**config.mk**
```make
export PLATFORM = sky130hd
export DESIGN_NAME = clk_period_monitor
export DESIGN_NICKNAME = d
export VERILOG_FILES = /design/src/rtl/clk_mon_pkg.sv /design/src/rtl/clk_mon_edge_strobe.sv /design/src/rtl/clk_period_monitor.sv
export SDC_FILE = /design/constraint.sdc
export NUM_CORES = 1
export LEC_CHECK = 0
export CAP_MARGIN = 30
export CORE_UTILIZATION = 55
export DETAILED_ROUTE_END_ITERATION = 16
export PLACE_DENSITY = 0.79
export RECOVER_POWER = 25
export REMOVE_ABC_BUFFERS = 1
export SLEW_MARGIN = 20
export SYNTH_ARGS = -nofsm -noshare
export SYNTH_HDL_FRONTEND = slang
export SYNTH_HIERARCHICAL = 1
export SYNTH_SLANG_ARGS = --single-unit
```
**constraint.sdc**
```tcl
create_clock -name clk_fst -period 13.8 [get_ports clk_fst]
set_clock_uncertainty 0.1 [all_clocks]
set_input_delay 1.38 -clock clk_fst [delete_from_list [all_inputs] [get_ports clk_fst]]
set_output_delay 1.38 -clock clk_fst [all_outputs]
set_load 0.01 [all_outputs]
```
**src/rtl/clk_mon_pkg.sv**
```systemverilog
`default_nettype none
// ============================================================================
// Module   : clk_mon_pkg
// Purpose  : Shared types, widths and helpers for the clock period monitor.
// Revision : 1.0 - initial release
// ============================================================================
package clk_mon_pkg;

  localparam int PERIOD_W = 18;
  localparam int CNT_W    = 16;

  typedef enum logic [1:0] {
    S_DISCARD = 2'd0,
    S_ACCUM   = 2'd1,
    S_EVAL    = 2'd2,
    S_STALL   = 2'd3
  } state_t;

  // One slow-clock period in fast-clock cycles; the two edge cycles the
  // tester does not count are added back here.
  function automatic logic [PERIOD_W-1:0] sample_period(
    input logic [CNT_W-1:0] ht,
    input logic [CNT_W-1:0] lt
  );
    return {2'b00, ht} + {2'b00, lt} + PERIOD_W'(2);
  endfunction

endpackage
`default_nettype wire

```
**src/rtl/clk_mon_edge_strobe.sv**
```systemverilog
`default_nettype none
// ============================================================================
// Module   : clk_mon_edge_strobe
// Purpose  : Slow-clock rise detect, delayed sample strobe and stall timer.
// Revision : 1.0 - initial release
// ============================================================================
module clk_mon_edge_strobe #(
  parameter int TIMEOUT = 65536
) (
  input  logic clk_fst,
  input  logic reset_n,
  input  logic clk_slw,
  output logic rise,
  output logic sample_stb,
  output logic stall_hit
);

  localparam int IDLE_W = $clog2(TIMEOUT + 1);
  localparam logic [IDLE_W-1:0] c_idle_max = IDLE_W'(TIMEOUT);
  localparam logic [IDLE_W-1:0] c_idle_hit = IDLE_W'(TIMEOUT - 1);

  logic              r_slw_d;
  logic [1:0]        r_dly;
  logic [IDLE_W-1:0] r_idle;

  assign rise       = clk_slw & ~r_slw_d;
  // The tester needs two cycles after a rise before its ht/lt pair matches.
  assign sample_stb = (r_dly == 2'd1);
  // One-shot: the idle counter parks at TIMEOUT so this fires once per stall.
  assign stall_hit  = (r_idle == c_idle_hit) & ~rise;

  // Delay the slow clock by one cycle for edge detection.
  always_ff @(posedge clk_fst or negedge reset_n) begin
    if (!reset_n) r_slw_d <= 1'b0;
    else          r_slw_d <= clk_slw;
  end

  // Sample delay: a rise (re)loads the countdown, dropping any pending strobe.
  always_ff @(posedge clk_fst or negedge reset_n) begin
    if (!reset_n)              r_dly <= 2'd0;
    else if (rise)             r_dly <= 2'd2;
    else if (r_dly != 2'd0)    r_dly <= r_dly - 2'd1;
  end

  // Idle timer: cleared by every rise, saturates at TIMEOUT otherwise.
  always_ff @(posedge clk_fst or negedge reset_n) begin
    if (!reset_n)                 r_idle <= '0;
    else if (rise)                r_idle <= '0;
    else if (r_idle != c_idle_max) r_idle <= r_idle + IDLE_W'(1);
  end

endmodule
`default_nettype wire

```
**src/rtl/clk_period_monitor.sv**
```systemverilog
`default_nettype none
// ============================================================================
// Module   : clk_period_monitor
// Purpose  : Averages tester ht/lt samples into a period, checks it against a
//            target window, reports lock and slow-clock stall.
// Revision : 1.0 - initial release
// ============================================================================
module clk_period_monitor
  import clk_mon_pkg::*;
#(
  parameter int LOG2_AVG = 2,
  parameter int LOCK_CNT = 3,
  parameter int DISCARD  = 2,
  parameter int TIMEOUT  = 65536
) (
  input  logic                clk_fst,
  input  logic                reset_n,
  input  logic                clk_slw,
  input  logic                en,
  input  logic [CNT_W-1:0]    ht_in,
  input  logic [CNT_W-1:0]    lt_in,
  input  logic [PERIOD_W-1:0] target,
  input  logic [PERIOD_W-1:0] tol,
  output logic [PERIOD_W-1:0] period_avg,
  output logic [CNT_W-1:0]    high_avg,
  output logic                result_valid,
  output logic                freq_ok,
  output logic                stalled
);

  localparam int SUM_W  = PERIOD_W + LOG2_AVG;
  localparam int HSUM_W = CNT_W + LOG2_AVG;
  localparam int SCNT_W = LOG2_AVG + 1;
  localparam int DCNT_W = (DISCARD > 1) ? $clog2(DISCARD) : 1;
  localparam logic [SCNT_W-1:0] c_win_last  = SCNT_W'((1 << LOG2_AVG) - 1);
  localparam logic [DCNT_W-1:0] c_disc_last = DCNT_W'(DISCARD - 1);
  localparam logic [3:0]        c_lock      = 4'(LOCK_CNT);

  state_t              r_state, w_state_nxt;
  logic [SUM_W-1:0]    r_psum;
  logic [HSUM_W-1:0]   r_hsum;
  logic [SCNT_W-1:0]   r_scnt;
  logic [DCNT_W-1:0]   r_dcnt;
  logic                r_bad;
  logic [3:0]          r_okcnt;
  logic [PERIOD_W-1:0] r_period_avg;
  logic [CNT_W-1:0]    r_high_avg;
  logic                r_result_valid, r_freq_ok, r_stalled;

  logic                w_rise, w_stb, w_stall_hit;
  logic [PERIOD_W-1:0] w_p, w_avg;
  logic [CNT_W-1:0]    w_havg;
  logic                w_wrap, w_in_range;
  logic signed [PERIOD_W:0] w_diff;
  logic [PERIOD_W:0]   w_absdiff;
  logic                w_clear, w_stall_set, w_stall_clr, w_eval, w_accum;
  logic [3:0]          w_ok_nxt;

  clk_mon_edge_strobe #(.TIMEOUT(TIMEOUT)) u_edge (
    .clk_fst    (clk_fst),
    .reset_n    (reset_n),
    .clk_slw    (clk_slw),
    .rise       (w_rise),
    .sample_stb (w_stb),
    .stall_hit  (w_stall_hit)
  );

  assign w_p        = sample_period(ht_in, lt_in);
  assign w_wrap     = (ht_in == 16'hFFFF) | (lt_in == 16'hFFFF);
  assign w_avg      = r_psum[LOG2_AVG +: PERIOD_W];
  assign w_havg     = r_hsum[LOG2_AVG +: CNT_W];
  assign w_diff     = $signed({1'b0, w_avg}) - $signed({1'b0, target});
  assign w_absdiff  = w_diff[PERIOD_W] ? PERIOD_W'(0) - w_diff : w_diff;
  assign w_in_range = (w_absdiff <= {1'b0, tol}) & ~r_bad;
  assign w_ok_nxt   = (r_okcnt == c_lock) ? c_lock : r_okcnt + 4'd1;

  // State register.
  always_ff @(posedge clk_fst or negedge reset_n) begin
    if (!reset_n) r_state <= S_DISCARD;
    else          r_state <= w_state_nxt;
  end

  // Next state: disable beats stall, stall beats normal sequencing.
  always_comb begin
    w_state_nxt = r_state;
    if (!en) begin
      w_state_nxt = S_DISCARD;
    end else if (w_stall_hit && r_state != S_STALL) begin
      w_state_nxt = S_STALL;
    end else begin
      case (r_state)
        S_DISCARD: if (w_stb && r_dcnt == c_disc_last) w_state_nxt = S_ACCUM;
        S_ACCUM:   if (w_stb && r_scnt == c_win_last)  w_state_nxt = S_EVAL;
        S_EVAL:    w_state_nxt = S_ACCUM;
        S_STALL:   if (w_rise) w_state_nxt = S_DISCARD;
        default:   w_state_nxt = S_DISCARD;
      endcase
    end
  end

  // Control decode for the datapath.
  always_comb begin
    w_stall_set = en & w_stall_hit & (r_state != S_STALL);
    w_clear     = ~en | w_stall_set;
    w_stall_clr = en & (r_state == S_STALL) & w_rise;
    w_eval      = ~w_clear & (r_state == S_EVAL);
    w_accum     = ~w_clear & (r_state == S_ACCUM) & w_stb;
  end

  // Discard counter only runs while discarding.
  always_ff @(posedge clk_fst or negedge reset_n) begin
    if (!reset_n)                          r_dcnt <= '0;
    else if (!en || r_state != S_DISCARD)  r_dcnt <= '0;
    else if (w_stb)                        r_dcnt <= r_dcnt + DCNT_W'(1);
  end

  // Window accumulators; a strobe landing on the eval cycle seeds the next window.
  always_ff @(posedge clk_fst or negedge reset_n) begin
    if (!reset_n) begin
      r_psum <= '0; r_hsum <= '0; r_scnt <= '0; r_bad <= 1'b0;
    end else if (w_clear) begin
      r_psum <= '0; r_hsum <= '0; r_scnt <= '0; r_bad <= 1'b0;
    end else if (w_eval) begin
      r_psum <= w_stb ? SUM_W'(w_p)    : '0;
      r_hsum <= w_stb ? HSUM_W'(ht_in) : '0;
      r_scnt <= w_stb ? SCNT_W'(1)     : '0;
      r_bad  <= w_stb & w_wrap;
    end else if (w_accum) begin
      r_psum <= r_psum + SUM_W'(w_p);
      r_hsum <= r_hsum + HSUM_W'(ht_in);
      r_scnt <= r_scnt + SCNT_W'(1);
      r_bad  <= r_bad | w_wrap;
    end
  end

  // Results, lock tracking and stall flag.
  always_ff @(posedge clk_fst or negedge reset_n) begin
    if (!reset_n) begin
      r_period_avg <= '0; r_high_avg <= '0; r_result_valid <= 1'b0;
      r_okcnt <= '0; r_freq_ok <= 1'b0; r_stalled <= 1'b0;
    end else begin
      r_result_valid <= w_eval;
      if (w_eval) begin
        r_period_avg <= w_avg;
        r_high_avg   <= w_havg;
      end
      if (w_clear) begin
        r_okcnt   <= '0;
        r_freq_ok <= 1'b0;
      end else if (w_eval) begin
        r_okcnt   <= w_in_range ? w_ok_nxt : 4'd0;
        r_freq_ok <= w_in_range & (w_ok_nxt == c_lock);
      end
      if (!en)              r_stalled <= 1'b0;
      else if (w_stall_set) r_stalled <= 1'b1;
      else if (w_stall_clr) r_stalled <= 1'b0;
    end
  end

  assign period_avg   = r_period_avg;
  assign high_avg     = r_high_avg;
  assign result_valid = r_result_valid;
  assign freq_ok      = r_freq_ok;
  assign stalled      = r_stalled;

endmodule
`default_nettype wire

```
Word level (Yosys, flattened, before mapping)
Cells that the tools add are included.
W data, S select, Z words.

operators by class
  add/sub/neg operators = 11
  magnitude comparators = 1
  eq/ne operators = 16
  multiplexer cells = 37
  bitwise logic cells = 20
  reduce and logical (&&, ||, !) cells = 14

operators by type and width
  operator                 count
  $mux W18                 4
  $mux W20                 3
  $mux W17                 2
  $eq A16 B16 Y1 const B   2
  $add A20 B18 Y20         1
  $le A19 B18 Y1           1
  $mux W19                 1
  $sub A1 B19 Y19 const A  1
  $sub A18 B18 Y19         1
  $add A17 B2 Y18 const B  1
  $add A18 B16 Y18         1
  $add A16 B16 Y17         1
  $add A17 B1 Y17 const B  1
  $eq A17 B16 Y1 const B   1
  $ne A17 B17 Y1 const B   1
  $mux W16                 1
  $mux W4                  4
  $mux W2                  7
  $and A1 B1 Y1            12
  $reduce_bool A2 Y1       6
  $mux W1                  11
  $mux W3                  3
  $eq A4 B2 Y1 const B     2
  $ne A4 B4 Y1 const B     2
  19 further kinds         29

storage, ports and cells
  flip-flop bits (word level) = 106
  input port bits = 72
  output and inout bits = 37
  logic and storage cells = 114

Logic depth before layout (Yosys ltp)
  word-level depth = 13
  mapped depth = 24
  mapped depth without buffers = 23

By module
The synthesis kept the hierarchy.

modules (own cells, without submodules)
  module               times used  cells each  area each (um^2)  sequential area each (um^2)
  clk_period_monitor   1           964         7816.2            2152.1
  clk_mon_edge_strobe  1           106         1058.5            500.5

Worst setup path after synthesis
No wires, ideal clock.

  kind = input to register
  start point = input port target[0]
  end point = register r_okcnt[2]
  library setup time = 78 ps
  arrival time = 5604 ps
  data required time = 13622 ps
  setup slack = 8018 ps
  stages = 23
  path buffers = 1
  cell sequence = ha_1 inv_1 fa_1 a211oi_2 o21bai_2 a221oi_2 a31oi_1 a41oi_1 a21oi_1 clkbuf_1 nor2_1 xor2_1 ha_1 a21o_1 a21oi_1 nor2b_1 o31a_1 o211ai_1 nand3_1 a211oi_1 o41ai_4 o21ai_0 o2bb2ai_1

on the way
  cells in the longest elaborated chain, start to end = 8

RTL lines
  what                  line                       RTL
  from (decl)           clk_period_monitor.sv:22   input logic [PERIOD_W-1:0] target,
  $sub A18 B18 Y19 *    clk_period_monitor.sv:72   assign w_diff = $signed({1'b0, w_avg}) - $signed({1'b0, target});
  $sub A1 B19 Y19       clk_period_monitor.sv:73   assign w_absdiff = w_diff[PERIOD_W] ? PERIOD_W'(0) - w_diff : w_diff;
  $mux W19 *            clk_period_monitor.sv:73
  $le A19 B18 Y1 *      clk_period_monitor.sv:74   assign w_in_range = (w_absdiff <= {1'b0, tol}) & ~r_bad;
  $and A1 B1 Y1 *       clk_period_monitor.sv:74
  $mux W4 *             clk_period_monitor.sv:151  r_okcnt <= w_in_range ? w_ok_nxt : 4'd0;
  $mux W4 *             clk_period_monitor.sv:150  end else if (w_eval) begin
  $mux W4 *             clk_period_monitor.sv:147  if (w_clear) begin
  to (signal assigned)  clk_period_monitor.sv:151
  to (decl)             clk_period_monitor.sv:45   logic [3:0] r_okcnt;

Mark *: on every way between the ends. The rest lies on a longest branch, timed or not. The select of a mux whose other input is x is not followed.
A chain may end at the register's enable or synchronous reset.

Worst setup path after layout
  start point = input port target[7]
  end point = register r_okcnt[2]

Same word-level chain as after synthesis.

==> qor.csv <==
metric;value;unit
power;841;uW
crit_type;input port to flip-flop;
final_hold_viol_count;0;
hold_buffers;0;
pwr-share-seq;0.399;
seq_area_frac_synth;0.299;
cts.clk_slew.worst_paths;0.08;ns
reg2reg_depth;23;
core_area;15800;um^2
synth_seq_cells;106;
fin_crit_sh;0.467;
dpl_cell_area;10200;um^2
synth_edf_count;0;
worstReg2RegStart;r_psum[2];
worstReg2RegEnd;r_okcnt[2];
clock-sinks;106;
fmax;155;MHz
clockPowerShare;0.313;
syn_inst;1070;
cap_viol_max_count;1;
min_path_cells;2;
worst-path-max-fanout;11;
clock_path_buffers;2;
cp-start-kind;input port;
status;complete, but fails checks;
seq_area;2650;um^2
totalNegativeSetupSlack;0;ns
die_y;129;um
hold_start;period_avg[2];
intPower;560;uW
holdWs;0.377;ns
synth_flop_cell;dfrtp_1;
postCtsSetupBuffers;0;
async_flop_share;1.00;
cts_resized;0;
cts_made_buffers;9;
pin_count;109;
antenna_found_initial;0;
gr-total-overflow;0;
arrival;6.64;ns
routed_via_density;5.72;
start_util;0.561;
grt_pass1_wl;35.7;mm
ctsHtreeMaxLevel;3;
num_rows;46;
track_usage;0.269;
violations;capacitance limit, slew limit;
r2r_setup_slack;8.33;ns
num_vias;7934;
relSlewSlack;-0.959;
ant_nets;0;
switching_power;281;uW
fin_util;0.661;
cts_root_buf;clkbuf_16;
die_area;16600;um^2
die_x;129;um
power_frac_comb;0.288;
diodes;0;
drt_first_pass_iters;5;
gp_congestion;0.878;
post-dp-hpwl;16.1;mm
post_drt_wl_per_cell;15.4;um
hold_class;flip-flop to flip-flop;
grt_max_degree;56;
hold-path-endpoint;period_avg[2];
cts_tree;done;
io_buffers;108;
min_period;6.45;ns
yosysWarnings;6;
rsz0062_at_grt;false;
layout-drive-gt1-share;0.0384;
power.leakage;5.13;nW
drv_slew;56;
setup_violations;0;
grt_pass1_vias;7636;
switching_share;0.334;
syn_area_per_cell;8.29;um^2
n_fill_cell;1298;
ir_drop;0.0000576;V
power_density;80.4;nW/um^2
tightest_slew;2.94;ns
multi_input_area;5840;um^2
synth_cell_types;72;
endpoint_kind;flip-flop;
num-nets-final;1353;
mappedNetlistArea;8870;um^2
wl;21.3;mm
worstPathRequired;14.00;ns
area_delta_synth_final;17.8;%
drt-initial-drc-count;419;
route.detailed.drc;0;
design_area;10500;um^2
insertion_delay;0.37;ns
[flip-flops by register name, indices dropped and copies added (netlist names)]
name / flops
r_psum: 20
period_avg: 18
r_hsum: 18
u_edge/r_idle: 17
high_avg: 16
r_okcnt: 4
r_scnt: 3
r_state: 2
u_edge/r_dly: 2
freq_ok: 1
r_bad: 1
r_dcnt: 1
result_valid: 1
stalled: 1
u_edge/r_slw_d: 1
[metal layers]
layer	GRT usage	share of wire	vias up	wire length [um]
met1	0.355	0.48	3735	10200
li1	-	-	3977	-
met3	0.0268	0.039	27	836
met2	0.459	0.46	195	9840
met4	0.104	0.024	0	503
met5	0	0	-	0
[cells in the final DEF (no fill, tap or decap), types with 3 or more instances in the layout]
master and count:
fa_1 4, a31oi_1 9, mux2i_1 7, nor2_1 89
xor2_1 38, clkbuf_16 9, ha_1 110, nor3_1 16
or2_2 7, o211ai_1 4, o2111ai_1 3, nor4b_1 5
nand4_1 21, clkdlybuf4s50_1 105, inv_1 72, o21bai_1 4
inv_6 3, o21ai_1 4, o21a_1 8, nand2_1 167
a21o_1 32, xnor2_1 51, o31a_1 5, buf_4 5
o31ai_1 4, o21ai_0 67, a22o_1 8, and3_1 8
nor4_1 9, nor2b_1 9, a22oi_1 7, dfrtp_1 106
a21oi_1 68, nand3_1 21, nand2b_1 7, and2_1 8
a41oi_1 3, a211oi_1 6, or3_1 12
[through the flow]
step,std cells,worst slack (ns)
CTS,1388,7.40
global placement,1372,7.11
detailed placement,1372,7.06
global route,1388,6.90
finish,1388,7.35
floorplan,1042,8.07
[critical path: stages]
cell and delay, ns:
clkdlybuf4s50_1 0.45, inv_1 0.04, ha_1 0.44, nand2_1 0.12
o21ai_1 0.35, a221oi_2 0.16, a31oi_1 0.28, a41oi_1 0.21
a21oi_1 0.74, nor2_1 0.14, xor2_1 0.18, ha_1 0.30
a21o_1 0.18, a21oi_1 0.15, nor2b_1 0.06, o31a_1 0.24
o211ai_1 0.19, nand3_1 0.09, a211oi_1 0.39, o41ai_4 0.22
o21ai_0 0.20, o2bb2ai_1 0.12
[how the worst max path moves through the flow]
stage | startpoint | end | slack [ns] | cells after the start
after global routing | target[0] | r_okcnt[2] | 6.90 | 23
after floorplan | target[0] | r_okcnt[2] | 8.07 | 22
after global placement | target[7] | r_okcnt[2] | 7.11 | 22
after detailed placement | target[0] | r_okcnt[2] | 7.06 | 23
after CTS | target[0] | r_okcnt[2] | 7.40 | 23
final | target[7] | r_okcnt[2] | 7.35 | 22
[kinds of logic (layout without fill, tap and decap cells)]
group           Yosys count  count (layout)  share of synthesized area
compound gates          263             263                      0.194
mux                       8               8                    0.00916
fa+ha+maj               115             115                      0.165
flops                   106             106                      0.299
buf+inv                 101             203                     0.0431
xor+xnor                 89              89                     0.0878
simple gates            388             388                      0.202
[power groups by stage]
stage	Clock (mW)	Sequential (mW)	Combinational, mW
final	0.263	0.336	0.242
after global routing	0.281	0.338	0.273
after CTS	0.268	0.336	0.241
after detailed placement	0	0.342	0.239
after global placement	0	0.341	0.234
after floorplan	0	0.339	0.169
[cells in the mapped netlist, drive strengths merged (8+ instances only)]
| library cell | n | share of area |
|---|---|---|
| xor2 | 38 | 0.038 |
| nand3 | 21 | 0.012 |
| nand2 | 167 | 0.071 |
| nor3 | 16 | 0.0090 |
| a211oi | 8 | 0.0079 |
| a31oi | 9 | 0.0063 |
| a22o | 8 | 0.0079 |
| or3 | 13 | 0.0097 |
| nor4 | 9 | 0.0063 |
| and3 | 8 | 0.0056 |
| and2 | 8 | 0.0056 |
| nor2 | 90 | 0.038 |
| dfrtp | 106 | 0.30 |
| nor2b | 9 | 0.0063 |
| xnor2 | 51 | 0.050 |
| o21a | 8 | 0.0068 |
| clkbuf | 24 | 0.010 |
| a21oi | 69 | 0.039 |
| o21ai | 72 | 0.041 |
| ha | 110 | 0.16 |
| nand4 | 22 | 0.017 |
| a21o | 32 | 0.027 |
| inv | 72 | 0.030 |
[final cells by class]
type                    count  area share
multi-input cells         863       0.559
flip-flops and latches    106       0.254
repair buffers            114       0.107
inverters                  73      0.0262
well taps                 216      0.0258
clock buffers               9      0.0215
clock inverters             7     0.00754
No activity file was read; power rests on OpenSTA's default activity.
